### src/rtl/mips_mem_arbiter.sv
// mips_mem_arbiter: shares the single-port MIPS data memory between the CPU
// load/store port (A, fixed priority) and a read-only scan engine (B).
// Port B gets a forced slot after MAX_WAIT consecutive denials, which stalls
// the CPU for that cycle. Read data returns one cycle after service, routed
// by a small owner register.
//
// The only state is the wait counter and the read-return owner register, so
// there is no state table. Owner encoding:
//   owner    | meaning
//   OWN_NONE | nothing returns next cycle (idle, store, or reset)
//   OWN_A    | CPU load returns next cycle
//   OWN_B    | scan-engine read returns next cycle
module mips_mem_arbiter #(
  parameter int ADDR_W   = 10,
  parameter int MAX_WAIT = 4
) (
  input  logic        CLK,
  input  logic        RST,
  input  logic        A_Req,
  input  logic [31:0] A_Addr,
  input  logic        A_Write,
  input  logic        A_HalfW,
  input  logic [31:0] A_WData,
  output logic        A_Stall,
  output logic        A_RValid,
  output logic [31:0] A_RData,
  input  logic        B_Req,
  input  logic [31:0] B_Addr,
  output logic        B_Gnt,
  output logic        B_RValid,
  output logic [31:0] B_RData,
  output logic [31:0] Mem_Addr,
  output logic        Mem_Write,
  output logic        Mem_HalfW,
  output logic [31:0] Mem_WData,
  input  logic [31:0] Mem_RData
);

  // The full 32-bit address is forwarded; ADDR_W only documents which bits
  // the memory decodes, so it is range-checked here and not used otherwise.
  if (ADDR_W < 1 || ADDR_W > 30) begin : g_bad_addr_w
    $error("mips_mem_arbiter: ADDR_W out of range");
  end
  if (MAX_WAIT < 1 || MAX_WAIT > 15) begin : g_bad_max_wait
    $error("mips_mem_arbiter: MAX_WAIT must be 1..15");
  end

  localparam logic [3:0] C_MAX = 4'(MAX_WAIT);

  typedef enum logic [1:0] {
    OWN_NONE = 2'b00,
    OWN_A    = 2'b01,
    OWN_B    = 2'b10
  } owner_t;

  logic [3:0]  r_wcnt;
  owner_t      r_owner;
  logic        r_half;
  logic        r_addr1;
  logic [31:0] r_mem_addr;
  logic [31:0] r_a_rdata;
  logic [31:0] r_b_rdata;

  logic        w_force;
  logic        w_sel_a;
  logic        w_sel_b;
  logic [3:0]  w_wcnt_nxt;
  owner_t      w_owner_nxt;
  logic [31:0] w_a_ret;

  // Grant: CPU first, unless B has waited MAX_WAIT cycles or A is idle.
  always_comb begin
    w_force = B_Req && (r_wcnt == C_MAX);
    w_sel_b = B_Req && (!A_Req || w_force);
    w_sel_a = A_Req && !w_sel_b;
    A_Stall = A_Req && w_sel_b;
    B_Gnt   = w_sel_b;
  end

  // Memory-side mux; idle keeps the last address so the memory sees no toggle.
  always_comb begin
    Mem_Addr  = r_mem_addr;
    Mem_Write = 1'b0;
    Mem_HalfW = 1'b0;
    Mem_WData = 32'h0;
    if (w_sel_a) begin
      Mem_Addr  = A_Addr;
      Mem_Write = A_Write && !RST;
      Mem_HalfW = A_HalfW;
      Mem_WData = A_WData;
    end else if (w_sel_b) begin
      Mem_Addr = B_Addr;
    end
  end

  // Next wait count and next read-return owner.
  always_comb begin
    w_wcnt_nxt = 4'd0;
    if (B_Req && !w_sel_b) begin
      w_wcnt_nxt = (r_wcnt == C_MAX) ? r_wcnt : r_wcnt + 4'd1;
    end
    w_owner_nxt = OWN_NONE;
    if (w_sel_b) begin
      w_owner_nxt = OWN_B;
    end else if (w_sel_a && !A_Write) begin
      w_owner_nxt = OWN_A;
    end
  end

  // CPU return data: halfword loads are zero-extended from the addressed half.
  always_comb begin
    w_a_ret = Mem_RData;
    if (r_half) begin
      w_a_ret = r_addr1 ? {16'h0, Mem_RData[31:16]} : {16'h0, Mem_RData[15:0]};
    end
  end

  // Arbitration state, return tracking and held read data.
  always_ff @(posedge CLK) begin
    if (RST) begin
      r_wcnt     <= 4'd0;
      r_owner    <= OWN_NONE;
      r_half     <= 1'b0;
      r_addr1    <= 1'b0;
      r_mem_addr <= 32'h0;
      r_a_rdata  <= 32'h0;
      r_b_rdata  <= 32'h0;
    end else begin
      r_wcnt     <= w_wcnt_nxt;
      r_owner    <= w_owner_nxt;
      r_half     <= w_sel_a && A_HalfW;
      r_addr1    <= w_sel_a && A_Addr[1];
      r_mem_addr <= Mem_Addr;
      if (r_owner == OWN_A) begin
        r_a_rdata <= w_a_ret;
      end
      if (r_owner == OWN_B) begin
        r_b_rdata <= Mem_RData;
      end
    end
  end

  // Return outputs: live data on the valid cycle, held value otherwise;
  // reset suppresses any return still in flight.
  always_comb begin
    A_RValid = (r_owner == OWN_A) && !RST;
    B_RValid = (r_owner == OWN_B) && !RST;
    A_RData  = r_a_rdata;
    B_RData  = r_b_rdata;
    if (RST) begin
      A_RData = 32'h0;
      B_RData = 32'h0;
    end else begin
      if (A_RValid) A_RData = w_a_ret;
      if (B_RValid) B_RData = Mem_RData;
    end
  end

endmodule

### config.mk
export PLATFORM = sky130hd
export DESIGN_NAME = mips_mem_arbiter
export DESIGN_NICKNAME = d
export VERILOG_FILES = /design/src/rtl/mips_mem_arbiter.sv
export SDC_FILE = /design/constraint.sdc
export NUM_CORES = 1
export LEC_CHECK = 0
export CAP_MARGIN = 20
export CORE_AREA = 4 4 79 154
export CTS_BUF_LIST = sky130_fd_sc_hd__clkbuf_8
export CTS_CLUSTER_SIZE = 40
export DETAILED_ROUTE_END_ITERATION = 7
export DIE_AREA = 0 0 83 158
export DONT_BUFFER_PORTS = 1
export GPL_TIMING_DRIVEN = 1
export RECOVER_POWER = 100
export SYNTH_ARGS = -nofsm -noshare
export SYNTH_HDL_FRONTEND = slang
export SYNTH_SLANG_ARGS = --single-unit
### constraint.sdc
create_clock -name CLK -period 3.6 [get_ports CLK]
set_clock_uncertainty 0.1 [all_clocks]
set_input_delay 0.72 -clock CLK [delete_from_list [all_inputs] [get_ports CLK]]
set_output_delay 0.72 -clock CLK [all_outputs]
set_load 0.02 [all_outputs]
==> results.cfg <==
[clock_network]
clock_sinks = 104
insertion_delay_ps = 370
path_clk_slew_ps = 100
cts_max_path_buffers = 2
numCtsBuffers = 9
cts_tree = done
htree_levels = 3
cts_root_buf = clkbuf_8
post_cts_resized = 0
hold_buffers = 0
post_cts_buffers = 0

[yosys]
ys_seq_area_share_pct = 39.6
synth_area_sq_um = 5260
ys_ff_latch = 104
synth-xor-area-share_pct = 0
avgSynthCellArea_sq_um = 8.18
synth.distinct_cells = 28
syn_inst = 643
synth_top_family_by_area = compound AO/OA/AOI/OAI gates
synthAdderAreaFrac_pct = 0.476
synth_nets = 779
muxShareOfSynthArea_pct = 0.190
synthSimpleGateAreaFrac_pct = 19.2
ys.warnings.count = 0
synth-compound-area-share_pct = 32.1

[place]
gp_congestion = 0.858
dp_cells = 757
portBuffers = 0
dp_hpwl_mm = 11.5

[power_and_ir_drop]
seqPwrFrac_pct = 52.7
power_density_nw_per_um2 = 424
internal_power_mw = 1.61
total_leakage_power_nw = 2.02
switching_share_pct = 30.6
switchingPower_uw = 710
ir_worst_vdd_v = 0.000180
pwr-share-comb_pct = 15.7
clockPowerShare_pct = 31.6

[finish]
drive_gt1_share_pct = 5.85
area_growth_pct = 3.97
final_common_cell = dfxtp_1
final_cell_mix = dfxtp_1, a21oi_1, nand2_1, inv_1, clkbuf_1
fin_util_pct = 50.0
nets = 764
final_cells = 774

[worst_setup_path]
start_kind = flip-flop
required_ps = 2780
critical_path_arrival_ps = 2540
slowest_delay_ps = 600
cp_max_fo = 66
critPathKind = reg2out
cpMaxStageDelayCell = nor3b_1
crit_chain = inv_1, ha_1, nand4b_1, buf_4, nand2_1, nor3b_1
endpoint_kind = output port

[timing]
tightest_slew_ps = 1240
fmax_mhz = 298
hold_viol = 0
rsz0062_at_grt = false
whs_ps = 306
period_needed_ps = 3360
relSlewSlack_pct = 17.4
drv_slew = 0
fin_crit_sh_pct = 93.4
tns_ps = 0
setup_viol = 0

[global_routing]
grtUsageTotal_pct = 22.4
grt_max_degree = 139
grt_pass1_vias = 4431
grt-ovfl-total = 0
antenna_found_initial = 1
grt_pass1_wl_mm = 23.4

[routing]
post_drt_wl_per_cell_um = 20.6
met1Wirelength_mm = 6.01
firstDrtPassIters = 5
viasPerCell = 6.18
wl_met3_mm = 1.13
wl_mm = 15.9
antenna_left = 0
top_layer = met4
dr_wl_met2_mm = 8.05
vias = 4784
drc = 0
first_iter_violations = 320

[floorplanning]
die_w_um = 83
num_rows = 54
core_sq_um = 10900
start_util_pct = 48.1
design.die.area_sq_um = 13100
die_height_um = 158
io_pins = 268

[min_path]
hold_class = in2reg

[run_status]
status = finished clean

[run]
drv_cap = 0
power by group through the flow:
stage | Clock (mW) | Sequential, mW | Combinational, mW
after floorplan | 0 | 1.24 | 0.357
after global placement | 0 | 1.25 | 0.390
after detailed placement | 0 | 1.25 | 0.397
after CTS | 0.749 | 1.22 | 0.398
after global routing | 0.794 | 1.23 | 0.397
final | 0.733 | 1.22 | 0.364
synth_stat cells:
cell type    n  share of area, %
and2_1       2              0.24
ha_1         2              0.48
nor3_2       1              0.19
nand3b_1     1              0.14
nand2b_1     2              0.24
a211oi_1    15               2.1
mux2i_1      1              0.19
buf_6        3              0.64
buf_2       16               1.5
nand4b_1     2              0.33
nor3_1       3              0.29
dfxtp_1    104                40
nor2_1      25               1.8
a211oi_2    17               4.0
a21oi_1     97               9.2
buf_4        3              0.43
nand3_1     17               1.6
buf_1        4              0.29
clkbuf_1    42               3.0
inv_1       36               2.6
a311oi_1    32               5.3
and3_1      33               3.9
nor2b_1     34               4.0
a221oi_1    26               4.3
nand2_1     84               6.0
nor3b_1      3              0.43
a221oi_2     6               1.7
a22o_1      32               5.3
area by class of cell:
type / instances / area [sq um]
antenna: 1 / 2.50
clock buffer: 10 / 138
sequential: 104 / 2080
multi-input combinational: 435 / 2680
timing repair buffer: 42 / 198
inverter: 36 / 135
clock inverter: 6 / 58.8
tap: 140 / 175
fill: 1119 / 5480
kinds of logic after synthesis:
group	Yosys count
and+or+nand+nor	207
buffers and inverters	104
DFF	104
AOI/OAI and AO/OA	225
adders and majority gates	2
muxes	1
stage by stage:
step	cell area, sq um	total power, mW	setup slack, ps
after floorplan	5260	1.60	924
final	5470	2.32	239
after global routing	5470	2.42	18.5
after CTS	5670	2.37	218
after detailed placement	5480	1.64	610
after global placement	5480	1.64	662
routing by layer:
metal | GRT usage [%] | up-vias
met5 | 0 | -
met3 | 6.25 | 42
li1 | - | 2301
met4 | 12.8 | 0
met1 | 25.1 | 2222
met2 | 38.1 | 219
sequential cells by signal, indices dropped and copies added (netlist names):
signal / cells
r_owner: 2
r_wcnt: 4
r_b_rdata: 32
r_half: 1
r_addr1: 1
r_a_rdata: 32
r_mem_addr: 32
final timing paths:
check | startpoint | endpoint | slack, ps | depth (start not counted)
max | r_wcnt[0]$_SDFFE_PP0P_ | Mem_Write | 240 | 6
min | RST | r_b_rdata[21]$_SDFFE_PP0N_ | 310 | 1
max reg2reg | r_wcnt[0]$_SDFFE_PP0P_ | r_half$_SDFF_PP0_ | 1490 | 6
min reg2reg | r_b_rdata[20]$_SDFFE_PP0N_ | r_b_rdata[20]$_SDFFE_PP0N_ | 360 | 2
worst max-delay path, delay by kind of cell, from the launching register on:
kind	cells	cell delay [ps]
adders and majority gates	1	240
buffers and inverters	2	570
DFF	1	390
and+or+nand+nor	3	950
(Power assumes the default switching activity.)
